File: src/rtl/sc_reg_backg_bank_pkg.sv
// Shared encodings, default patterns and row-indexing helper for the
// multi-row background register bank.
package sc_backg_pkg;

    // Per-row direction and edge-fill encodings used by DIR_MASK / WRAP_MASK.
    localparam logic DIR_LEFT    = 1'b1;
    localparam logic DIR_RIGHT   = 1'b0;
    localparam logic MODE_ROTATE = 1'b1;
    localparam logic MODE_FILL   = 1'b0;

    localparam logic [7:0] NEST_LEFT_DEFAULT  = 8'b1111_1011;
    localparam logic [7:0] NEST_RIGHT_DEFAULT = 8'b1101_1111;

    // Which source wins the next value of a row in a given cycle.
    typedef enum logic [2:0] {
        SRC_HOLD,
        SRC_CLEAR,
        SRC_NEST_LEFT,
        SRC_NEST_RIGHT,
        SRC_TRANSITION,
        SRC_LOAD,
        SRC_SHIFT
    } row_src_e;

    // Bit offset of row `row` inside a flattened bus of `width`-bit rows.
    function automatic int row_lsb(input int row, input int width);
        return row * width;
    endfunction

endpackage

File: src/rtl/sc_reg_backg_bank_if.sv
// Control/data bundle between the game FSM (master) and the background
// register bank (slave).
interface sc_reg_backg_bank_if #(
    parameter int DATAWIDTH = 8,
    parameter int NUM_ROWS  = 4,
    parameter int ROWADDR_W = 2,
    parameter int PERIOD_W  = 4
);
    logic                          SC_RegBACKGBANK_clear_InLow;
    logic                          SC_RegBACKGBANK_pause_InHigh;
    logic [PERIOD_W-1:0]           SC_RegBACKGBANK_period_In;
    logic                          SC_RegBACKGBANK_transition_InHigh;
    logic [NUM_ROWS*DATAWIDTH-1:0] SC_RegBACKGBANK_transitionDATA_InBUS;
    logic                          SC_RegBACKGBANK_load_InLow;
    logic [ROWADDR_W-1:0]          SC_RegBACKGBANK_loadaddr_In;
    logic [DATAWIDTH-1:0]          SC_RegBACKGBANK_data_InBUS;
    logic                          SC_RegBACKGBANK_NESTCHECK_left_InLow;
    logic                          SC_RegBACKGBANK_NESTCHECK_right_InLow;
    logic [NUM_ROWS*DATAWIDTH-1:0] SC_RegBACKGBANK_data_OutBUS;
    logic                          SC_RegBACKGBANK_tick_Out;

    modport master (
        output SC_RegBACKGBANK_clear_InLow,
        output SC_RegBACKGBANK_pause_InHigh,
        output SC_RegBACKGBANK_period_In,
        output SC_RegBACKGBANK_transition_InHigh,
        output SC_RegBACKGBANK_transitionDATA_InBUS,
        output SC_RegBACKGBANK_load_InLow,
        output SC_RegBACKGBANK_loadaddr_In,
        output SC_RegBACKGBANK_data_InBUS,
        output SC_RegBACKGBANK_NESTCHECK_left_InLow,
        output SC_RegBACKGBANK_NESTCHECK_right_InLow,
        input  SC_RegBACKGBANK_data_OutBUS,
        input  SC_RegBACKGBANK_tick_Out
    );

    modport slave (
        input  SC_RegBACKGBANK_clear_InLow,
        input  SC_RegBACKGBANK_pause_InHigh,
        input  SC_RegBACKGBANK_period_In,
        input  SC_RegBACKGBANK_transition_InHigh,
        input  SC_RegBACKGBANK_transitionDATA_InBUS,
        input  SC_RegBACKGBANK_load_InLow,
        input  SC_RegBACKGBANK_loadaddr_In,
        input  SC_RegBACKGBANK_data_InBUS,
        input  SC_RegBACKGBANK_NESTCHECK_left_InLow,
        input  SC_RegBACKGBANK_NESTCHECK_right_InLow,
        output SC_RegBACKGBANK_data_OutBUS,
        output SC_RegBACKGBANK_tick_Out
    );

endinterface

File: src/rtl/sc_reg_backg_bank_tick_gen.sv
// Programmable-period tick generator: produces the combinational shift
// strobe for the rows and its registered copy for downstream consumers.
module sc_backg_tick_gen #(
    parameter int PERIOD_W = 4
) (
    input  logic                SC_RegBACKGBANK_CLOCK_50,
    input  logic                SC_RegBACKGBANK_RESET_InHigh,
    input  logic                SC_RegBACKGBANK_clear_InLow,
    input  logic                SC_RegBACKGBANK_pause_InHigh,
    input  logic [PERIOD_W-1:0] SC_RegBACKGBANK_period_In,
    output logic                SC_RegBACKGBANK_tickInt_Out,
    output logic                SC_RegBACKGBANK_tick_Out
);

    logic [PERIOD_W-1:0] cnt;
    logic [PERIOD_W-1:0] cntNext;
    logic                periodOn;
    logic                atLimit;

    assign periodOn = (SC_RegBACKGBANK_period_In != '0);

    // A ">=" compare rather than "==" makes a lowered period fire on the
    // next cycle instead of wrapping the counter through its full range.
    assign atLimit = (cnt >= (SC_RegBACKGBANK_period_In - PERIOD_W'(1)));

    assign SC_RegBACKGBANK_tickInt_Out = periodOn && atLimit &&
                                         !SC_RegBACKGBANK_pause_InHigh &&
                                         SC_RegBACKGBANK_clear_InLow;

    // NOTE: every variable written in always_comb gets a default first, so no latch can be inferred.
    always_comb begin
        cntNext = cnt;
        if (!SC_RegBACKGBANK_clear_InLow || !periodOn || SC_RegBACKGBANK_tickInt_Out) begin
            cntNext = '0;
        end else if (!SC_RegBACKGBANK_pause_InHigh) begin
            cntNext = cnt + PERIOD_W'(1);
        end
    end

    // NOTE: sequential state uses non-blocking assignments so all flops update from pre-edge values.
    always_ff @(posedge SC_RegBACKGBANK_CLOCK_50 or posedge SC_RegBACKGBANK_RESET_InHigh) begin
        if (SC_RegBACKGBANK_RESET_InHigh) begin
            cnt                      <= '0;
            SC_RegBACKGBANK_tick_Out <= 1'b0;
        end else begin
            cnt                      <= cntNext;
            SC_RegBACKGBANK_tick_Out <= SC_RegBACKGBANK_tickInt_Out;
        end
    end

endmodule

File: src/rtl/sc_reg_backg_bank.sv
// Multi-row background register bank: each row rotates or shifts on a shared
// tick and can be cleared, bulk-loaded, row-loaded or nest-forced (row 0).
module sc_reg_backg_bank
    import sc_backg_pkg::*;
#(
    parameter int                            DATAWIDTH          = 8,
    parameter int                            NUM_ROWS           = 4,
    parameter int                            ROWADDR_W          = 2,
    parameter int                            PERIOD_W           = 4,
    parameter logic [NUM_ROWS*DATAWIDTH-1:0] INIT_PATTERN       = 32'h0F_3C_81_00,
    parameter logic [NUM_ROWS-1:0]           DIR_MASK           = 4'b0101,
    parameter logic [NUM_ROWS-1:0]           WRAP_MASK          = 4'b1111,
    parameter logic [DATAWIDTH-1:0]          NEST_LEFT_PATTERN  = NEST_LEFT_DEFAULT,
    parameter logic [DATAWIDTH-1:0]          NEST_RIGHT_PATTERN = NEST_RIGHT_DEFAULT
) (
    input  logic              SC_RegBACKGBANK_CLOCK_50,
    input  logic              SC_RegBACKGBANK_RESET_InHigh,
    sc_reg_backg_bank_if.slave bus
);

    logic                          tickInt;
    logic [NUM_ROWS*DATAWIDTH-1:0] rowsFlat;

    sc_backg_tick_gen #(
        .PERIOD_W (PERIOD_W)
    ) u_tick_gen (
        .SC_RegBACKGBANK_CLOCK_50     (SC_RegBACKGBANK_CLOCK_50),
        .SC_RegBACKGBANK_RESET_InHigh (SC_RegBACKGBANK_RESET_InHigh),
        .SC_RegBACKGBANK_clear_InLow  (bus.SC_RegBACKGBANK_clear_InLow),
        .SC_RegBACKGBANK_pause_InHigh (bus.SC_RegBACKGBANK_pause_InHigh),
        .SC_RegBACKGBANK_period_In    (bus.SC_RegBACKGBANK_period_In),
        .SC_RegBACKGBANK_tickInt_Out  (tickInt),
        .SC_RegBACKGBANK_tick_Out     (bus.SC_RegBACKGBANK_tick_Out)
    );

    for (genvar r = 0; r < NUM_ROWS; r++) begin : g_row
        localparam int   LSB     = row_lsb(r, DATAWIDTH);
        localparam logic ROW_DIR = DIR_MASK[r];
        localparam logic ROW_MOD = WRAP_MASK[r];

        logic [DATAWIDTH-1:0] rowQ;
        logic [DATAWIDTH-1:0] rowShift;
        logic [DATAWIDTH-1:0] rowNext;
        logic                 loadHit;
        logic                 edgeBit;
        row_src_e             rowSrc;

        // Out-of-range addresses simply never match any row index.
        assign loadHit = !bus.SC_RegBACKGBANK_load_InLow &&
                         (int'(bus.SC_RegBACKGBANK_loadaddr_In) == r);

        always_comb begin
            edgeBit  = 1'b0;
            rowShift = rowQ;
            if (ROW_DIR == DIR_LEFT) begin
                if (ROW_MOD == MODE_ROTATE) edgeBit = rowQ[DATAWIDTH-1];
                rowShift = {rowQ[DATAWIDTH-2:0], edgeBit};
            end else begin
                if (ROW_MOD == MODE_ROTATE) edgeBit = rowQ[0];
                rowShift = {edgeBit, rowQ[DATAWIDTH-1:1]};
            end
        end

        // Priority per row; the nest overrides exist only on row 0.
        always_comb begin
            rowSrc = SRC_HOLD;
            if (!bus.SC_RegBACKGBANK_clear_InLow) begin
                rowSrc = SRC_CLEAR;
            end else if ((r == 0) && !bus.SC_RegBACKGBANK_NESTCHECK_left_InLow) begin
                rowSrc = SRC_NEST_LEFT;
            end else if ((r == 0) && !bus.SC_RegBACKGBANK_NESTCHECK_right_InLow) begin
                rowSrc = SRC_NEST_RIGHT;
            end else if (bus.SC_RegBACKGBANK_transition_InHigh) begin
                rowSrc = SRC_TRANSITION;
            end else if (loadHit) begin
                rowSrc = SRC_LOAD;
            end else if (tickInt) begin
                rowSrc = SRC_SHIFT;
            end
        end

        always_comb begin
            rowNext = rowQ;
            case (rowSrc)
                SRC_CLEAR:      rowNext = INIT_PATTERN[LSB +: DATAWIDTH];
                SRC_NEST_LEFT:  rowNext = NEST_LEFT_PATTERN;
                SRC_NEST_RIGHT: rowNext = NEST_RIGHT_PATTERN;
                SRC_TRANSITION: rowNext = bus.SC_RegBACKGBANK_transitionDATA_InBUS[LSB +: DATAWIDTH];
                SRC_LOAD:       rowNext = bus.SC_RegBACKGBANK_data_InBUS;
                SRC_SHIFT:      rowNext = rowShift;
                default:        rowNext = rowQ;
            endcase
        end

        // NOTE: rows reset to zero, not INIT_PATTERN; the init pattern is applied only through clear.
        always_ff @(posedge SC_RegBACKGBANK_CLOCK_50 or posedge SC_RegBACKGBANK_RESET_InHigh) begin
            if (SC_RegBACKGBANK_RESET_InHigh) begin
                rowQ <= '0;
            end else begin
                rowQ <= rowNext;
            end
        end

        assign rowsFlat[LSB +: DATAWIDTH] = rowQ;
    end

    assign bus.SC_RegBACKGBANK_data_OutBUS = rowsFlat;

endmodule

File: src/flat_wrapper.sv
// flat-port wrapper written by rule: the top's interface ports become plain ports
module sc_reg_backg_bank_flat import sc_backg_pkg::*;
#(
    parameter int                            DATAWIDTH          = 8,
    parameter int                            NUM_ROWS           = 4,
    parameter int                            ROWADDR_W          = 2,
    parameter int                            PERIOD_W           = 4,
    parameter logic [NUM_ROWS*DATAWIDTH-1:0] INIT_PATTERN       = 32'h0F_3C_81_00,
    parameter logic [NUM_ROWS-1:0]           DIR_MASK           = 4'b0101,
    parameter logic [NUM_ROWS-1:0]           WRAP_MASK          = 4'b1111,
    parameter logic [DATAWIDTH-1:0]          NEST_LEFT_PATTERN  = NEST_LEFT_DEFAULT,
    parameter logic [DATAWIDTH-1:0]          NEST_RIGHT_PATTERN = NEST_RIGHT_DEFAULT
)
  (SC_RegBACKGBANK_CLOCK_50, SC_RegBACKGBANK_RESET_InHigh, bus_SC_RegBACKGBANK_clear_InLow, bus_SC_RegBACKGBANK_pause_InHigh, bus_SC_RegBACKGBANK_period_In, bus_SC_RegBACKGBANK_transition_InHigh, bus_SC_RegBACKGBANK_transitionDATA_InBUS, bus_SC_RegBACKGBANK_load_InLow, bus_SC_RegBACKGBANK_loadaddr_In, bus_SC_RegBACKGBANK_data_InBUS, bus_SC_RegBACKGBANK_NESTCHECK_left_InLow, bus_SC_RegBACKGBANK_NESTCHECK_right_InLow, bus_SC_RegBACKGBANK_data_OutBUS, bus_SC_RegBACKGBANK_tick_Out);
  sc_reg_backg_bank_if #(.DATAWIDTH(DATAWIDTH), .NUM_ROWS(NUM_ROWS), .ROWADDR_W(ROWADDR_W), .PERIOD_W(PERIOD_W)) bus_i ();
  input  logic SC_RegBACKGBANK_CLOCK_50;
  input  logic SC_RegBACKGBANK_RESET_InHigh;
  input wire logic [$bits(bus_i.SC_RegBACKGBANK_clear_InLow)-1:0] bus_SC_RegBACKGBANK_clear_InLow;
  input wire logic [$bits(bus_i.SC_RegBACKGBANK_pause_InHigh)-1:0] bus_SC_RegBACKGBANK_pause_InHigh;
  input wire logic [$bits(bus_i.SC_RegBACKGBANK_period_In)-1:0] bus_SC_RegBACKGBANK_period_In;
  input wire logic [$bits(bus_i.SC_RegBACKGBANK_transition_InHigh)-1:0] bus_SC_RegBACKGBANK_transition_InHigh;
  input wire logic [$bits(bus_i.SC_RegBACKGBANK_transitionDATA_InBUS)-1:0] bus_SC_RegBACKGBANK_transitionDATA_InBUS;
  input wire logic [$bits(bus_i.SC_RegBACKGBANK_load_InLow)-1:0] bus_SC_RegBACKGBANK_load_InLow;
  input wire logic [$bits(bus_i.SC_RegBACKGBANK_loadaddr_In)-1:0] bus_SC_RegBACKGBANK_loadaddr_In;
  input wire logic [$bits(bus_i.SC_RegBACKGBANK_data_InBUS)-1:0] bus_SC_RegBACKGBANK_data_InBUS;
  input wire logic [$bits(bus_i.SC_RegBACKGBANK_NESTCHECK_left_InLow)-1:0] bus_SC_RegBACKGBANK_NESTCHECK_left_InLow;
  input wire logic [$bits(bus_i.SC_RegBACKGBANK_NESTCHECK_right_InLow)-1:0] bus_SC_RegBACKGBANK_NESTCHECK_right_InLow;
  output wire logic [$bits(bus_i.SC_RegBACKGBANK_data_OutBUS)-1:0] bus_SC_RegBACKGBANK_data_OutBUS;
  output wire logic [$bits(bus_i.SC_RegBACKGBANK_tick_Out)-1:0] bus_SC_RegBACKGBANK_tick_Out;
  assign bus_i.SC_RegBACKGBANK_clear_InLow = bus_SC_RegBACKGBANK_clear_InLow;
  assign bus_i.SC_RegBACKGBANK_pause_InHigh = bus_SC_RegBACKGBANK_pause_InHigh;
  assign bus_i.SC_RegBACKGBANK_period_In = bus_SC_RegBACKGBANK_period_In;
  assign bus_i.SC_RegBACKGBANK_transition_InHigh = bus_SC_RegBACKGBANK_transition_InHigh;
  assign bus_i.SC_RegBACKGBANK_transitionDATA_InBUS = bus_SC_RegBACKGBANK_transitionDATA_InBUS;
  assign bus_i.SC_RegBACKGBANK_load_InLow = bus_SC_RegBACKGBANK_load_InLow;
  assign bus_i.SC_RegBACKGBANK_loadaddr_In = bus_SC_RegBACKGBANK_loadaddr_In;
  assign bus_i.SC_RegBACKGBANK_data_InBUS = bus_SC_RegBACKGBANK_data_InBUS;
  assign bus_i.SC_RegBACKGBANK_NESTCHECK_left_InLow = bus_SC_RegBACKGBANK_NESTCHECK_left_InLow;
  assign bus_i.SC_RegBACKGBANK_NESTCHECK_right_InLow = bus_SC_RegBACKGBANK_NESTCHECK_right_InLow;
  assign bus_SC_RegBACKGBANK_data_OutBUS = bus_i.SC_RegBACKGBANK_data_OutBUS;
  assign bus_SC_RegBACKGBANK_tick_Out = bus_i.SC_RegBACKGBANK_tick_Out;
  sc_reg_backg_bank #(.DATAWIDTH(DATAWIDTH), .NUM_ROWS(NUM_ROWS), .ROWADDR_W(ROWADDR_W), .PERIOD_W(PERIOD_W), .INIT_PATTERN(INIT_PATTERN), .DIR_MASK(DIR_MASK), .WRAP_MASK(WRAP_MASK), .NEST_LEFT_PATTERN(NEST_LEFT_PATTERN), .NEST_RIGHT_PATTERN(NEST_RIGHT_PATTERN)) u_core (.SC_RegBACKGBANK_CLOCK_50(SC_RegBACKGBANK_CLOCK_50), .SC_RegBACKGBANK_RESET_InHigh(SC_RegBACKGBANK_RESET_InHigh), .bus(bus_i));
endmodule
File: config.mk
export PLATFORM = sky130hd
export DESIGN_NAME = sc_reg_backg_bank_flat
export DESIGN_NICKNAME = d
export VERILOG_FILES = /design/src/rtl/sc_reg_backg_bank_pkg.sv /design/src/rtl/sc_reg_backg_bank_if.sv /design/src/rtl/sc_reg_backg_bank_tick_gen.sv /design/src/rtl/sc_reg_backg_bank.sv /design/src/flat_wrapper.sv
export SDC_FILE = /design/constraint.sdc
export NUM_CORES = 1
export LEC_CHECK = 0
export ABC_AREA = 0
export CORE_ASPECT_RATIO = 0.7
export CORE_UTILIZATION = 45
export CTS_BUF_LIST = sky130_fd_sc_hd__clkbuf_4 sky130_fd_sc_hd__clkbuf_8 sky130_fd_sc_hd__clkbuf_16
export CTS_CLUSTER_SIZE = 14
export DETAILED_ROUTE_END_ITERATION = 10
export HOLD_SLACK_MARGIN = 0.02
export PLACE_DENSITY = 0.8
export SYNTH_ARGS = -nofsm -noshare
export SYNTH_HDL_FRONTEND = slang
export SYNTH_SLANG_ARGS = --single-unit
File: constraint.sdc
create_clock -name SC_RegBACKGBANK_CLOCK_50 -period 3.5 [get_ports SC_RegBACKGBANK_CLOCK_50]
set_input_delay 0.7 -clock SC_RegBACKGBANK_CLOCK_50 [delete_from_list [all_inputs] [get_ports SC_RegBACKGBANK_CLOCK_50]]
set_output_delay 0.7 -clock SC_RegBACKGBANK_CLOCK_50 [all_outputs]
set_load 0.02 [all_outputs]
Yosys cells after proc, flatten, opt, wreduce, memory -nomap -nowiden:

Cells that the tools add are included.

* bitwise gates (word level): 0
* multipliers: 0
* magnitude comparators: 1
* $add $sub $neg: 2
* div/mod/pow operators: 0
* equality and inequality tests: 28
* shift operators: 0
* multiplexer cells: 21
* reductions and logical operators: 19

Operators by type and width (number)
* $pmux W8 S6: 4
* $mux W3: 15
* $eq A3 B3 Y1 const B: 12
* $eq A3 B2 Y1 const B: 8
* $reduce_bool A6 Y1: 4
* $eq A3 B1 Y1 const B: 4
* $mux W4: 2
* $logic_and A1 B1 Y1: 7
* $add A4 B1 Y4 const B: 1
* $eq A2 B2 Y1 const B: 2
* $ge A4 B4 Y1: 1
* $logic_not A1 Y1: 4
* $reduce_bool A4 Y1: 1
* $sub A4 B1 Y4 const B: 1
* $eq A2 B1 Y1 const B: 1
* $logic_not A2 Y1: 1
* $logic_or A1 B1 Y1: 2
* $ne A2 B1 Y1 const B: 1

* memories: 0
* bits in registers: 37
* memory bits (writable): 0
* latch bits: 0
* logic and storage cells: 77
* memory bits (read-only): 0
* output and inout port bits: 33

Logic depth before layout (Yosys ltp):

Gate-level depths: netlist of run 1.

* depth after elaboration: 13
* depth in mapped cells: 16
* mapped depth without buffers: 14

Hierarchy:

Synthesis of run 1 repeated with hierarchy kept, for this count alone.

* cells, all modules: 255
* area total of the unflattened synthesis: 2369.8 um^2

By module, submodules not included
* sc_reg_backg_bank: seq. area each 800.8 um^2, instances 1, cells an instance 210, area an instance 1950.6 um^2
* sc_backg_tick_gen: seq. area each 125.1 um^2, instances 1, cells an instance 45, area an instance 419.2 um^2

Worst setup path before layout of run 1:

No wires, ideal clock.

* path type: input-to-reg
* start point: input bus_SC_RegBACKGBANK_period_In[0]
* end point: register u_core.g_row[2].rowQ[5]
* path slack: 41 ps
* cell stages on the path: 16
* arrival: 3333 ps
* data required time: 3374 ps
* path through: inv_1 ha_1 xnor2_1 ha_1 o21a_1 o2111a_4 nand2_4 buf_2 nor2_1 inv_1 ha_1 clkbuf_1 o21ai_0 nand2_1 o41ai_4 o32a_1

* longest elaborated chain between the ends: 11
* elaborated cells between the ends (all ways): 18
* those cells by class: 1 x add/sub; 1 x order compare; 6 x eq/ne; 5 x mux; 5 x reduce/logical

RTL lines
* start, declared: line flat_wrapper.sv:20 `input wire logic [$bits(bus_i.SC_RegBACKGBANK_period_In)-1:0] bus_SC_RegBACKGBANK_period_In;`
* $sub A4 B1 Y4: line sc_reg_backg_bank_tick_gen.sv:24 `assign atLimit = (cnt >= (SC_RegBACKGBANK_period_In - PERIOD_W'(1)));`
* $ge A4 B4 Y1: line sc_reg_backg_bank_tick_gen.sv:24
* $logic_and A1 B1 Y1 * (2 in series): line sc_reg_backg_bank_tick_gen.sv:26 `assign SC_RegBACKGBANK_tickInt_Out = periodOn && atLimit &&`
* $logic_and A1 B1 Y1 *: line sc_reg_backg_bank_tick_gen.sv:27 `!SC_RegBACKGBANK_pause_InHigh &&`
* $mux W3 *: line sc_reg_backg_bank.sv:77 `end else if (tickInt) begin`
* $mux W3 *: line sc_reg_backg_bank.sv:75 `end else if (loadHit) begin`
* $mux W3 *: line sc_reg_backg_bank.sv:73 `end else if (bus.SC_RegBACKGBANK_transition_InHigh) begin`
* $mux W3 *: line sc_reg_backg_bank.sv:67 `if (!bus.SC_RegBACKGBANK_clear_InLow) begin`
* $eq A3 B3 Y1 (tied with other cells): line sc_reg_backg_bank.sv:84 `case (rowSrc)`
* $pmux W8 S6 / $reduce_bool A6 Y1 (equally long branches)
* end signal, assigned: line sc_reg_backg_bank.sv:100 `rowQ <= rowNext;`
* end, declared: line sc_reg_backg_bank.sv:41 `logic [DATAWIDTH-1:0] rowQ;`

Mark *: on every way between the ends. The rest lies on a longest branch, timed or not.
A chain may end at the register's enable or synchronous reset.

Final worst setup path of run 1:

* start point: input bus_SC_RegBACKGBANK_period_In[0]
* end point: register u_core.g_row[2].rowQ[1]

The elaborated chain is that of the path after synthesis.

==> impl_metrics.prom, run 1 <==
# TYPE chip_impl_metric gauge
chip_impl_metric{name="detailroute.wirelength.met2",unit="mm"} 3.29
chip_impl_info{name="post_synth_main_area_contributors",value="sky130_fd_sc_hd__dfrtp_1 (38%), sky130_fd_sc_hd__o21ai_0 (5.1%), sky130_fd_sc_hd__ha_1 (4.6%)"} 1
chip_impl_info{name="min_to",value="u_core.g_row[2].rowQ[5]"} 1
chip_impl_info{name="layout.cells.most_common_list",value="sky130_fd_sc_hd__clkdlybuf4s50_1 (86), sky130_fd_sc_hd__dfrtp_1 (37), sky130_fd_sc_hd__o21ai_0 (25)"} 1
chip_impl_metric{name="tritoncts.num_buffers",unit=""} 5
chip_impl_metric{name="post_cts_hold_buffer_count",unit=""} 0
chip_impl_metric{name="power_density",unit="nW/um^2"} 332
chip_impl_metric{name="timing.clock.skew",unit="ns"} 0.00905
chip_impl_info{name="synthFlopType",value="sky130_fd_sc_hd__dfrtp_1"} 1
chip_impl_metric{name="timing.max_slew.rel_slack",unit=""} 0.476
chip_impl_info{name="routed.top_layer",value="met4"} 1
chip_impl_metric{name="min_path_cells",unit=""} 1
chip_impl_metric{name="synth.net_count",unit=""} 331
chip_impl_metric{name="post_synth.cell_area_avg",unit="sq um"} 9.08
chip_impl_metric{name="dr_total_vias",unit=""} 2635
chip_impl_metric{name="netlist_instances",unit=""} 268
chip_impl_metric{name="path_max_fanout",unit=""} 6
chip_impl_metric{name="worstPathArrival",unit="ns"} 3.51
chip_impl_metric{name="post_route_cells_drive_above_1_share",unit=""} 0.117
chip_impl_metric{name="insertedDiodeCount",unit=""} 0
chip_impl_info{name="crit_family",value="compound AO/OA/AOI/OAI gates"} 1
chip_impl_metric{name="io_buffer_count",unit=""} 86
chip_impl_metric{name="reg2reg_depth",unit=""} 11
chip_impl_metric{name="worst_path_max_stage_delay",unit="ns"} 0.48
chip_impl_metric{name="hold_viol",unit=""} 0
chip_impl_metric{name="drt-vias-per-instance",unit=""} 6.02
chip_impl_metric{name="drt_first_iter_violations",unit=""} 374
chip_impl_info{name="cts.root.buffer_cell",value="sky130_fd_sc_hd__clkbuf_8"} 1
chip_impl_metric{name="yosys.area.top_type_share",unit=""} 0.380
chip_impl_metric{name="final.min_clock_period",unit="ns"} 3.31
chip_impl_metric{name="post-dp-hpwl",unit="mm"} 5.71
chip_impl_metric{name="wl_met3",unit="um"} 820
chip_impl_metric{name="wl_met1",unit="mm"} 3.36
chip_impl_metric{name="start_util",unit=""} 0.487
chip_impl_metric{name="drc",unit=""} 0
chip_impl_metric{name="cap_violations",unit=""} 0
chip_impl_metric{name="detailedRoute.firstPassIterationCount",unit=""} 6
chip_impl_metric{name="wire_length_of_the_first_global_routing_pass",unit="mm"} 12.2
chip_impl_metric{name="ys_types",unit=""} 53
chip_impl_info{name="yosys.area.top_type",value="sky130_fd_sc_hd__dfrtp_1"} 1
chip_impl_metric{name="worst_setup_hold_path_clk_slew",unit="ns"} 0.07
chip_impl_metric{name="critical_path_required",unit="ns"} 3.70
chip_impl_metric{name="pin_slew_with_the_least_headroom_to_its_limit",unit="ns"} 0.780
chip_impl_metric{name="finalInstanceArea",unit="sq um"} 3570
chip_impl_metric{name="pin_count_of_the_biggest_net_entering_global_routing",unit=""} 38
chip_impl_info{name="worstHoldStart",value="u_core.g_row[2].rowQ[5]"} 1
chip_impl_info{name="worstSetupStartpointType",value="input port"} 1
chip_impl_info{name="rsz0062_at_grt",value="false"} 1
chip_impl_metric{name="fp-row-count",unit=""} 21
chip_impl_metric{name="die_w",unit="um"} 89.9
chip_impl_metric{name="max_freq",unit="GHz"} 0.302
chip_impl_metric{name="minimum_setup_slack_in_the_final_design",unit="ns"} 0.185
chip_impl_info{name="cts_tree",value="yes"} 1
chip_impl_metric{name="wire_per_inst",unit="um"} 17.4
chip_impl_metric{name="utilization",unit=""} 0.716
chip_impl_metric{name="die_area",unit="sq um"} 5710
chip_impl_metric{name="postPlaceCellArea",unit="sq um"} 3480
chip_impl_info{name="timing.setup.critical_path_class",value="input port to flop"} 1
chip_impl_metric{name="core_area",unit="sq um"} 4990
chip_impl_metric{name="pre_cts_ws",unit="ns"} -0.141
chip_impl_metric{name="finalSetupViolCount",unit=""} 0
chip_impl_metric{name="design.final.nets",unit=""} 431
chip_impl_metric{name="crit_buf_inv",unit=""} 3
chip_impl_metric{name="clock_sink_total",unit=""} 37
chip_impl_metric{name="ant_nets",unit=""} 0
chip_impl_info{name="worst_r2r_src",value="u_core.u_tick_gen.cnt[3]"} 1
chip_impl_metric{name="design.portCount",unit=""} 87
chip_impl_info{name="cpMaxStageDelayCell",value="sky130_fd_sc_hd__clkdlybuf4s50_1"} 1
chip_impl_metric{name="grt_antenna_before_repair",unit=""} 0
chip_impl_metric{name="cts_h_tree_depth",unit=""} 2
chip_impl_metric{name="vdd_ir_max",unit="mV"} 0.191
chip_impl_metric{name="track_usage",unit=""} 0.275
chip_impl_metric{name="p_total",unit="mW"} 1.19
chip_impl_metric{name="grt_overflow_total",unit=""} 0
chip_impl_metric{name="fin_max_slew_vios",unit=""} 0
chip_impl_metric{name="synth-warning-count",unit=""} 0
chip_impl_metric{name="setup-tns-final",unit="ns"} 0
chip_impl_metric{name="synthesis_to_finish_area_growth",unit="%"} 46.9
chip_impl_metric{name="r2r_slack",unit="ns"} 1.04
chip_impl_info{name="timing.critical_path.from",value="bus_SC_RegBACKGBANK_period_In[0]"} 1
chip_impl_info{name="most_frequent_standard_cell_in_the_layout_excluding_fill_and_tap_cells",value="sky130_fd_sc_hd__clkdlybuf4s50_1"} 1
chip_impl_metric{name="ys_seq_area_frac",unit=""} 0.380
chip_impl_metric{name="routed_wl",unit="mm"} 7.64
chip_impl_metric{name="critical_path_depth",unit=""} 14
chip_impl_metric{name="clock_latency_at_the_later_pin_of_the_worst_skew_pair",unit="ns"} 0.30
chip_impl_metric{name="timing.final.crit_share",unit=""} 0.947
chip_impl_info{name="worst_r2r_endpoint",value="u_core.g_row[2].rowQ[6]"} 1
chip_impl_info{name="holdCritPathClass",value="flop to flop"} 1
chip_impl_info{name="critical_path.endpoint_type",value="flop"} 1
chip_impl_metric{name="placer_s_final_routability_congestion_estimate",unit=""} 0.868
chip_impl_metric{name="synth_enable_flop_cells",unit=""} 0
chip_impl_info{name="timing.critical_path.cells",value="clkdlybuf4s50_1 -> inv_1 -> ha_1 -> xnor2_1 -> ha_1 -> o21a_1 -> o2111a_4 -> nand2_4 -> nor2_1 -> ha_1 -> buf_4 -> nor3b_1 -> a221oi_1 -> a311oi_1"} 1
chip_impl_metric{name="cts_buffer_depth",unit=""} 2
chip_impl_metric{name="postSynthRegisterBits",unit=""} 37
chip_impl_info{name="critPathMostFrequentCell",value="sky130_fd_sc_hd__ha_1"} 1
chip_impl_metric{name="postSynth.asyncResetShare",unit=""} 1.00
chip_impl_info{name="result_of_the_run",value="finished, final reports clean"} 1
chip_impl_metric{name="p_leak",unit="nW"} 1.51
chip_impl_metric{name="first_global_vias",unit=""} 2490
chip_impl_metric{name="mappedNetlistArea",unit="sq um"} 2430
chip_impl_metric{name="fp.dieH",unit="um"} 63.5
## logic make-up (layout without fill, tap and decap cells)
kind of cell,count (synthesis),after routing,share of synthesized area
AO/OA/AOI/OAI,104,104,0.319
XOR/XNOR,3,3,0.0108
adder cells (fa/ha/maj),9,9,0.0463
buffers and inverters,33,134,0.0555
flip-flops,37,37,0.380
multiplexers,5,5,0.0206
AND/OR/NAND/NOR,77,77,0.167
## synthesized netlist by cell type (2+ instances only)
cell and n:
sky130_fd_sc_hd__a311oi_1 2, sky130_fd_sc_hd__and2_1 2, sky130_fd_sc_hd__o21a_1 3, sky130_fd_sc_hd__nor3_1 8
sky130_fd_sc_hd__o22a_1 4, sky130_fd_sc_hd__and3_1 7, sky130_fd_sc_hd__a22o_1 3, sky130_fd_sc_hd__a221oi_1 7
sky130_fd_sc_hd__a32oi_1 2, sky130_fd_sc_hd__o31ai_1 2, sky130_fd_sc_hd__o21ai_1 2, sky130_fd_sc_hd__inv_1 18
sky130_fd_sc_hd__a2bb2oi_1 2, sky130_fd_sc_hd__nor2_1 13, sky130_fd_sc_hd__buf_2 4, sky130_fd_sc_hd__a222oi_1 7
sky130_fd_sc_hd__nand2b_1 3, sky130_fd_sc_hd__xnor2_1 3, sky130_fd_sc_hd__nor3b_1 6, sky130_fd_sc_hd__nor2b_1 2
sky130_fd_sc_hd__a21o_1 3, sky130_fd_sc_hd__nand3_1 9, sky130_fd_sc_hd__or3_1 2, sky130_fd_sc_hd__clkbuf_1 8
sky130_fd_sc_hd__a22oi_1 10, sky130_fd_sc_hd__ha_1 9, sky130_fd_sc_hd__o21ai_0 25, sky130_fd_sc_hd__mux2i_1 5
sky130_fd_sc_hd__nand2_1 19, sky130_fd_sc_hd__dfrtp_1 37, sky130_fd_sc_hd__a31oi_1 9, sky130_fd_sc_hd__o32a_1 2
sky130_fd_sc_hd__o311ai_0 2, sky130_fd_sc_hd__a21oi_1 9
## how the worst max path moves through the flow
| stage | endpoint | slack (ns) |
|---|---|---|
| 4_1_cts | u_core.g_row[2].rowQ[6] | 0.15 |
| 3_3_place_gp | u_core.g_row[2].rowQ[2] | -0.04 |
| 3_5_place_dp | u_core.g_row[2].rowQ[6] | -0.14 |
| 2_1_floorplan | u_core.g_row[2].rowQ[5] | 0.04 |
| 5_1_grt | u_core.g_row[2].rowQ[1] | 0.02 |
| 6_report | u_core.g_row[2].rowQ[1] | 0.19 |
## what timing repair did
| item | 4_1_cts | 5_1_grt |
|---|---|---|
| resized for setup | 0 | 3 |
| setup endpoints to repair | 0 | 4 |
| buffers inserted | 0 | 0 |
## flip-flops by register name (all words and copies together), names as in the netlist
name                                        flops
u_core.u_tick_gen.SC_RegBACKGBANK_tick_Out      1
u_core.g_row.rowQ                              32
u_core.u_tick_gen.cnt                           4
## area by class of cell
type | instances | area [sq um]
fill | 367 | 1420
timing repair buffer | 107 | 1020
tap | 69 | 86.3
sequential | 37 | 926
clock buffer | 5 | 68.8
clock inverter | 3 | 21.3
inverter | 19 | 73.8
multi-input combinational | 198 | 1380
## per-stage QoR
stage / std cells / hold WS (ns)
floorplan: 268 / 0.555
global placement: 430 / 0.518
detailed placement: 430 / 0.524
CTS: 438 / 0.539
global route: 438 / 0.557
finish: 438 / 0.538
## power breakdown
part / leakage [nW] / switching (mW) / internal [mW]
logic: 1.02 / 0.193 / 0.193
registers: 0.454 / 0.0301 / 0.462
clock network: 0.0445 / 0.168 / 0.141
total: 1.51 / 0.391 / 0.796
## metal layers
layer	GRT usage	vias up
li1	-	1230
met1	0.395	1214
met2	0.404	168
met3	0.0568	23
met4	0.107	0
met5	0	-
(Power assumes the default switching activity.)
==> inputs of run 2 (changes only) <==
PLACE_DENSITY = 0.93   (was 0.8)
SYNTH_HIERARCHICAL = 1   (was not set)
==> impl_metrics.prom, run 2 <==
# TYPE chip_impl_metric gauge
chip_impl_info{name="critical_path.endpoint_type",value="flop"} 1
chip_impl_metric{name="die_area",unit="sq um"} 5570
chip_impl_info{name="synthFlopType",value="sky130_fd_sc_hd__dfrtp_1"} 1
chip_impl_metric{name="ant_nets",unit=""} 0
chip_impl_metric{name="pin_slew_with_the_least_headroom_to_its_limit",unit="ns"} 0.492
chip_impl_metric{name="post_route_cells_drive_above_1_share",unit=""} 0.153
chip_impl_metric{name="start_util",unit=""} 0.482
chip_impl_metric{name="synth_enable_flop_cells",unit=""} 0
chip_impl_metric{name="timing.final.crit_share",unit=""} 0.961
chip_impl_metric{name="drc",unit=""} 0
chip_impl_metric{name="routed_wl",unit="mm"} 7.65
chip_impl_metric{name="finalSetupViolCount",unit=""} 0
chip_impl_metric{name="pin_count_of_the_biggest_net_entering_global_routing",unit=""} 33
chip_impl_info{name="holdCritPathClass",value="flop to flop"} 1
chip_impl_metric{name="worstPathArrival",unit="ns"} 3.58
chip_impl_metric{name="cts_h_tree_depth",unit=""} 2
chip_impl_info{name="result_of_the_run",value="finished, final reports clean"} 1
chip_impl_metric{name="synthesis_to_finish_area_growth",unit="%"} 48.7
chip_impl_metric{name="power_density",unit="nW/um^2"} 333
chip_impl_metric{name="ys_seq_area_frac",unit=""} 0.391
chip_impl_metric{name="timing.max_slew.rel_slack",unit=""} 0.669
chip_impl_metric{name="p_total",unit="mW"} 1.17
chip_impl_metric{name="first_global_vias",unit=""} 2472
chip_impl_metric{name="io_buffer_count",unit=""} 86
chip_impl_metric{name="core_area",unit="sq um"} 4910
chip_impl_metric{name="cap_violations",unit=""} 0
chip_impl_metric{name="timing.hold.ws",unit="ns"} 0.523
chip_impl_info{name="yosys.area.top_type",value="sky130_fd_sc_hd__dfrtp_1"} 1
chip_impl_metric{name="p_leak",unit="nW"} 1.40
chip_impl_metric{name="insertedDiodeCount",unit=""} 0
chip_impl_info{name="most_frequent_standard_cell_in_the_layout_excluding_fill_and_tap_cells",value="sky130_fd_sc_hd__clkdlybuf4s50_1"} 1
chip_impl_metric{name="critical_path_required",unit="ns"} 3.71
chip_impl_info{name="cts_tree",value="yes"} 1
chip_impl_metric{name="max_freq",unit="GHz"} 0.297
chip_impl_metric{name="fp-row-count",unit=""} 21
chip_impl_metric{name="synth-warning-count",unit=""} 6
chip_impl_metric{name="post_synth.cell_area_avg",unit="sq um"} 9.29
chip_impl_metric{name="final.min_clock_period",unit="ns"} 3.36
chip_impl_metric{name="utilization",unit=""} 0.717
chip_impl_metric{name="number_of_flip_flops_in_the_largest_register",unit=""} 32
chip_impl_metric{name="design.final.nets",unit=""} 415
chip_impl_metric{name="vdd_ir_max",unit="mV"} 0.218
chip_impl_metric{name="detailedRoute.firstPassIterationCount",unit=""} 6
chip_impl_metric{name="postSynthRegisterBits",unit=""} 37
chip_impl_metric{name="path_max_fanout",unit=""} 6
chip_impl_metric{name="ys_types",unit=""} 52
chip_impl_metric{name="drt-vias-per-instance",unit=""} 6.13
chip_impl_metric{name="dr_total_vias",unit=""} 2587
chip_impl_metric{name="placer_s_final_routability_congestion_estimate",unit=""} 0.875
chip_impl_metric{name="track_usage",unit=""} 0.281
chip_impl_metric{name="tritoncts.num_buffers",unit=""} 5
chip_impl_metric{name="wire_length_of_the_first_global_routing_pass",unit="mm"} 11.9
chip_impl_metric{name="grt_antenna_before_repair",unit=""} 0
chip_impl_metric{name="fp.dieH",unit="um"} 62.7
chip_impl_info{name="post_synth_main_area_contributors",value="sky130_fd_sc_hd__dfrtp_1 (39%), sky130_fd_sc_hd__a22oi_1 (8.6%), sky130_fd_sc_hd__ha_1 (4.8%)"} 1
chip_impl_metric{name="timing.clock.skew",unit="ns"} 0.0101
chip_impl_info{name="registers.top_by_ff_count",value="u_core/g_row.rowQ"} 1
chip_impl_info{name="timing.setup.critical_path_class",value="input port to flop"} 1
chip_impl_metric{name="synth.net_count",unit=""} 318
chip_impl_metric{name="die_w",unit="um"} 88.7
chip_impl_metric{name="worst_setup_hold_path_clk_slew",unit="ns"} 0.07
chip_impl_metric{name="netlist_instances",unit=""} 255
chip_impl_metric{name="clock_latency_at_the_later_pin_of_the_worst_skew_pair",unit="ns"} 0.29
chip_impl_metric{name="grt_overflow_total",unit=""} 0
chip_impl_metric{name="post-dp-hpwl",unit="mm"} 5.57
chip_impl_metric{name="fin_max_slew_vios",unit=""} 0
chip_impl_metric{name="mappedNetlistArea",unit="sq um"} 2370
chip_impl_metric{name="post_cts_hold_buffer_count",unit=""} 0
chip_impl_info{name="layout_top_registers",value="u_core/g_row.rowQ: 32 flops, u_core/u_tick_gen/cnt: 4 flops, u_core/u_tick_gen/SC_RegBACKGBANK_tick_Out: 1 flops"} 1
chip_impl_metric{name="postSynth.asyncResetShare",unit=""} 1.00
chip_impl_info{name="ys_top_cells_by_count",value="sky130_fd_sc_hd__dfrtp_1 (37), sky130_fd_sc_hd__a22oi_1 (27), sky130_fd_sc_hd__nand2_1 (24)"} 1
chip_impl_info{name="most_frequent_cell_after_synthesis",value="sky130_fd_sc_hd__dfrtp_1"} 1
chip_impl_metric{name="yosys.area.top_type_share",unit=""} 0.391
chip_impl_info{name="cts.root.buffer_cell",value="sky130_fd_sc_hd__clkbuf_8"} 1
chip_impl_metric{name="clock_sink_total",unit=""} 37
chip_impl_metric{name="cts_buffer_depth",unit=""} 2
chip_impl_metric{name="fill_cell_total_of_the_finished_layout",unit=""} 348
chip_impl_metric{name="wire_per_inst",unit="um"} 18.1
chip_impl_metric{name="drt_first_iter_violations",unit=""} 269
chip_impl_metric{name="hold_viol",unit=""} 0
chip_impl_info{name="worstSetupStartpointType",value="input port"} 1
chip_impl_metric{name="design.portCount",unit=""} 87
chip_impl_info{name="layout.cells.most_common_list",value="sky130_fd_sc_hd__clkdlybuf4s50_1 (86), sky130_fd_sc_hd__dfrtp_1 (37), sky130_fd_sc_hd__a22oi_1 (27)"} 1
-- run 2: worst max-delay path: stages --
cell and delay (ns):
sky130_fd_sc_hd__clkdlybuf4s50_1 0.48, sky130_fd_sc_hd__inv_1 0.06, sky130_fd_sc_hd__ha_2 0.27, sky130_fd_sc_hd__ha_1 0.31, sky130_fd_sc_hd__a211oi_4 0.26, sky130_fd_sc_hd__o21a_1 0.16
sky130_fd_sc_hd__nor3_2 0.04, sky130_fd_sc_hd__buf_4 0.18, sky130_fd_sc_hd__or2_4 0.26, sky130_fd_sc_hd__o21ai_0 0.38, sky130_fd_sc_hd__o21ai_0 0.24, sky130_fd_sc_hd__a32oi_1 0.22
-- run 2: layout make-up --
cell class / instances / area [sq um] / share of cell area
multi-input cells: 193 / 1370 / 0.390
repair buffers: 105 / 1000 / 0.285
flip-flops and latches: 37 / 926 / 0.263
well taps: 69 / 86.3 / 0.0245
clock buffers: 6 / 82.6 / 0.0234
inverters: 10 / 37.5 / 0.0107
clock inverters: 2 / 13.8 / 0.00391
-- run 2: cell families (layout without fill, tap and decap cells) --
logic type | after synthesis | after routing | share of synthesized area
buf+inv | 25 | 123 | 0.0475
flops | 37 | 37 | 0.391
mux | 2 | 2 | 0.00898
simple gates | 76 | 76 | 0.177
fa+ha+maj | 9 | 9 | 0.0475
xor+xnor | 2 | 2 | 0.00739
compound gates | 104 | 104 | 0.321
-- run 2: per-stage QoR --
step | setup WS [ns] | std cells | area (sq um) | setup TNS [ns]
after detailed placement | -0.212 | 412 | 3370 | -1.21
after CTS | 0.104 | 420 | 3470 | 0
after global routing | -0.00942 | 422 | 3520 | -0.00942
final | 0.136 | 422 | 3520 | 0
after floorplan | 0.0675 | 255 | 2370 | 0
after global placement | -0.0223 | 412 | 3370 | -0.0599
-- run 2: where the power goes --
group          switching, mW  internal [mW]
Combinational          0.176          0.184
Clock                  0.161          0.160
Sequential            0.0309          0.460
Total                  0.368          0.804
-- run 2: path summary, 6_finish.rpt --
kind	endpoint	slack [ns]	start	cells past startpoint
min in group asynchronous	u_core/u_tick_gen/cnt[1]	0.62	SC_RegBACKGBANK_RESET_InHigh	2
worst max register to register	u_core/g_row[1].rowQ[6]	0.79	u_core/u_tick_gen/cnt[0]	11
worst max-delay path	u_core/g_row[1].rowQ[6]	0.14	bus_SC_RegBACKGBANK_period_In[0]	12
max in group asynchronous	u_core/g_row[3].rowQ[0]	2.37	SC_RegBACKGBANK_RESET_InHigh	3
worst min-delay path	u_core/g_row[1].rowQ[4]	0.52	u_core/g_row[1].rowQ[4]	2
worst min register to register	u_core/g_row[1].rowQ[4]	0.52	u_core/g_row[1].rowQ[4]	2
-- run 2: timing repair --
action | 4_1_cts | 5_1_grt
setup buffers | 0 | 2
setup endpoints to repair | 0 | 8
resized for setup | 0 | 11
-- run 2: layer usage --
layer | track usage | up-vias | part of all wire
li1 | - | 1173 | -
met1 | 0.394 | 1232 | 0.42
met2 | 0.437 | 165 | 0.47
met3 | 0.0608 | 17 | 0.095
met4 | 0.0786 | 0 | 0.017
met5 | 0 | - | 0
==> inputs of run 3 (changes only) <==
CORE_MARGIN = 2   (was not set)
==> impl_metrics.prom, run 3 (synthesized netlist as in run 2, its figures left out) <==
# TYPE chip_impl_metric gauge
chip_impl_info{name="result_of_the_run",value="finished, final reports clean"} 1
chip_impl_metric{name="fin_max_slew_vios",unit=""} 0
chip_impl_metric{name="insertedDiodeCount",unit=""} 0
chip_impl_metric{name="finalSetupViolCount",unit=""} 0
chip_impl_metric{name="drt-vias-per-instance",unit=""} 6.12
chip_impl_info{name="timing.critical_path.cells",value="clkdlybuf4s50_1 -> inv_1 -> ha_2 -> xnor2_2 -> ha_2 -> o21ai_1 -> o21a_1 -> nor3_2 -> nand3b_1 -> nor2_2 -> inv_1 -> ha_2 -> a222oi_1 -> o211ai_1 -> o21ai_0 -> o21ai_0"} 1
chip_impl_metric{name="number_of_flip_flops_in_the_largest_register",unit=""} 32
chip_impl_metric{name="cap_violations",unit=""} 0
chip_impl_metric{name="worstPathArrival",unit="ns"} 3.59
chip_impl_metric{name="timing.final.crit_share",unit=""} 0.975
chip_impl_metric{name="minimum_setup_slack_in_the_final_design",unit="ns"} 0.0876
chip_impl_metric{name="power.sequential.fraction",unit=""} 0.381
chip_impl_metric{name="routed_wl",unit="mm"} 7.82
chip_impl_metric{name="design.portCount",unit=""} 87
chip_impl_metric{name="synthesis_to_finish_area_growth",unit="%"} 49.4
chip_impl_metric{name="postPlaceCellArea",unit="sq um"} 3380
chip_impl_metric{name="path_max_fanout",unit=""} 5
chip_impl_metric{name="grt_overflow_total",unit=""} 0
chip_impl_metric{name="post-dp-hpwl",unit="mm"} 5.70
chip_impl_metric{name="p_sw_frac",unit=""} 0.283
chip_impl_metric{name="first_global_vias",unit=""} 2463
chip_impl_info{name="holdCritPathClass",value="flop to flop"} 1
chip_impl_metric{name="timing.max_slew.rel_slack",unit=""} 0.722
chip_impl_metric{name="design.final.nets",unit=""} 414
chip_impl_metric{name="internal_dissipation",unit="mW"} 0.923
chip_impl_metric{name="fp.dieH",unit="um"} 64.7
chip_impl_metric{name="pre_cts_ws",unit="ns"} -0.237
chip_impl_metric{name="cts_buffer_depth",unit=""} 2
chip_impl_metric{name="finalInstanceArea",unit="sq um"} 3540
chip_impl_metric{name="dr_total_vias",unit=""} 2593
chip_impl_metric{name="utilization",unit=""} 0.688
chip_impl_metric{name="power_dissipated_by_switching_net_loads",unit="mW"} 0.365
chip_impl_info{name="layout_top_registers",value="u_core/g_row.rowQ: 32 flops, u_core/u_tick_gen/cnt: 4 flops, u_core/u_tick_gen/SC_RegBACKGBANK_tick_Out: 1 flops"} 1
chip_impl_info{name="critPathMostFrequentCell",value="sky130_fd_sc_hd__ha_2"} 1
chip_impl_metric{name="drt_first_iter_violations",unit=""} 361
chip_impl_metric{name="core_area",unit="sq um"} 5150
chip_impl_metric{name="power_density",unit="nW/um^2"} 364
chip_impl_info{name="cts_tree",value="yes"} 1
chip_impl_metric{name="die_area",unit="sq um"} 5870
chip_impl_metric{name="clkPwrFrac",unit=""} 0.344
chip_impl_metric{name="post_route_cells_drive_above_1_share",unit=""} 0.145
chip_impl_metric{name="grt_antenna_before_repair",unit=""} 0
chip_impl_metric{name="tritoncts.num_buffers",unit=""} 5
chip_impl_metric{name="comb_power_share",unit=""} 0.275
chip_impl_info{name="worstSetupStartpointType",value="input port"} 1
chip_impl_metric{name="clock_sink_total",unit=""} 37
chip_impl_info{name="layout.cells.most_common_list",value="sky130_fd_sc_hd__clkdlybuf4s50_1 (86), sky130_fd_sc_hd__dfrtp_1 (37), sky130_fd_sc_hd__a22oi_1 (27)"} 1
chip_impl_info{name="most_frequent_standard_cell_in_the_layout_excluding_fill_and_tap_cells",value="sky130_fd_sc_hd__clkdlybuf4s50_1"} 1
chip_impl_metric{name="fp-row-count",unit=""} 22
chip_impl_metric{name="final.min_clock_period",unit="ns"} 3.41
chip_impl_metric{name="detailedRoute.firstPassIterationCount",unit=""} 8
chip_impl_metric{name="p_leak",unit="nW"} 1.41
chip_impl_metric{name="critical_path_required",unit="ns"} 3.68
chip_impl_metric{name="wire_length_of_the_first_global_routing_pass",unit="mm"} 12.7
chip_impl_metric{name="pin_slew_with_the_least_headroom_to_its_limit",unit="ns"} 0.412
chip_impl_metric{name="hold_viol",unit=""} 0
chip_impl_metric{name="io_buffer_count",unit=""} 86
chip_impl_metric{name="ant_nets",unit=""} 0
chip_impl_info{name="critical_path.endpoint_type",value="flop"} 1
chip_impl_metric{name="setup-tns-final",unit="ns"} 0
chip_impl_metric{name="wire_per_inst",unit="um"} 18.5
chip_impl_metric{name="start_util",unit=""} 0.460
chip_impl_info{name="cpMaxStageDelayCell",value="sky130_fd_sc_hd__clkdlybuf4s50_1"} 1
chip_impl_metric{name="cts_h_tree_depth",unit=""} 2
chip_impl_metric{name="timing.clock.skew",unit="ns"} 0.0123
chip_impl_metric{name="clock_latency_at_the_later_pin_of_the_worst_skew_pair",unit="ns"} 0.30
chip_impl_metric{name="worst_path_max_stage_delay",unit="ns"} 0.48
chip_impl_info{name="timing.setup.critical_path_class",value="input port to flop"} 1
chip_impl_metric{name="worst_setup_hold_path_clk_slew",unit="ns"} 0.08
chip_impl_metric{name="vdd_ir_max",unit="mV"} 0.247
chip_impl_metric{name="max_freq",unit="GHz"} 0.293
chip_impl_metric{name="drc",unit=""} 0
chip_impl_info{name="registers.top_by_ff_count",value="u_core/g_row.rowQ"} 1
chip_impl_metric{name="timing.hold.ws",unit="ns"} 0.536
chip_impl_metric{name="placer_s_final_routability_congestion_estimate",unit=""} 0.884
chip_impl_metric{name="pin_count_of_the_biggest_net_entering_global_routing",unit=""} 33
chip_impl_metric{name="die_w",unit="um"} 90.7
chip_impl_metric{name="track_usage",unit=""} 0.275
chip_impl_info{name="cts.root.buffer_cell",value="sky130_fd_sc_hd__clkbuf_8"} 1
[run 3: power by group through the flow]
stage / clock network [mW] / logic, mW / registers (mW)
4_1_cts: 0.446 / 0.347 / 0.490
3_3_place_gp: 0 / 0.336 / 0.497
6_report: 0.443 / 0.354 / 0.491
3_5_place_dp: 0 / 0.344 / 0.498
2_1_floorplan: 0 / 0.129 / 0.530
5_1_grt: 0.464 / 0.377 / 0.495
[run 3: worst paths after layout]
check | startpoint | to | slack (ns) | cells after the start
min in group asynchronous | SC_RegBACKGBANK_RESET_InHigh | u_core/u_tick_gen/SC_RegBACKGBANK_tick_Out | 0.64 | 2
max in group asynchronous | SC_RegBACKGBANK_RESET_InHigh | u_core/g_row[3].rowQ[1] | 2.34 | 3
setup / recovery | bus_SC_RegBACKGBANK_period_In[0] | u_core/g_row[1].rowQ[2] | 0.09 | 16
hold / removal | u_core/g_row[1].rowQ[2] | u_core/g_row[1].rowQ[2] | 0.54 | 2
hold reg to reg | u_core/g_row[1].rowQ[2] | u_core/g_row[1].rowQ[2] | 0.54 | 2
setup reg to reg | u_core/u_tick_gen/cnt[0] | u_core/g_row[1].rowQ[2] | 0.80 | 14
[run 3: layer usage]
metal  global-route usage  part of all wire
met1                0.380              0.43
met2                0.431              0.47
met3               0.0616             0.090
met4               0.0904             0.011
met5                    0                 0
[run 3: metrics by stage]
step / std cells / total power [mW]
2_1_floorplan: 255 / 0.659
3_3_place_gp: 415 / 0.832
3_5_place_dp: 415 / 0.842
4_1_cts: 423 / 1.28
5_1_grt: 424 / 1.34
6_report: 424 / 1.29
[run 3: area by class of cell]
class                   count  area (sq um)
clock buffers               5          68.8
clock inverters             3          65.1
fillers                   390          1610
inverters                  10          37.5
multi-input cells         193          1360
flip-flops and latches     37           926
well taps                  72          90.1
repair buffers            104           996
[run 3: worst max-delay path, delay by kind of cell]
family / cells / cell delay, ns
buf+inv: 3 / 0.62
xor+xnor: 1 / 0.13
simple gates: 3 / 0.48
compound gates: 6 / 0.94
fa+ha+maj: 3 / 0.74
[run 3: what timing repair did]
item,4_1_cts,5_1_grt
hold endpoints to repair,0,0
endpoints found under the setup margin,0,8
buffers inserted,0,1
hold buffers,0,0
resized for setup,0,11
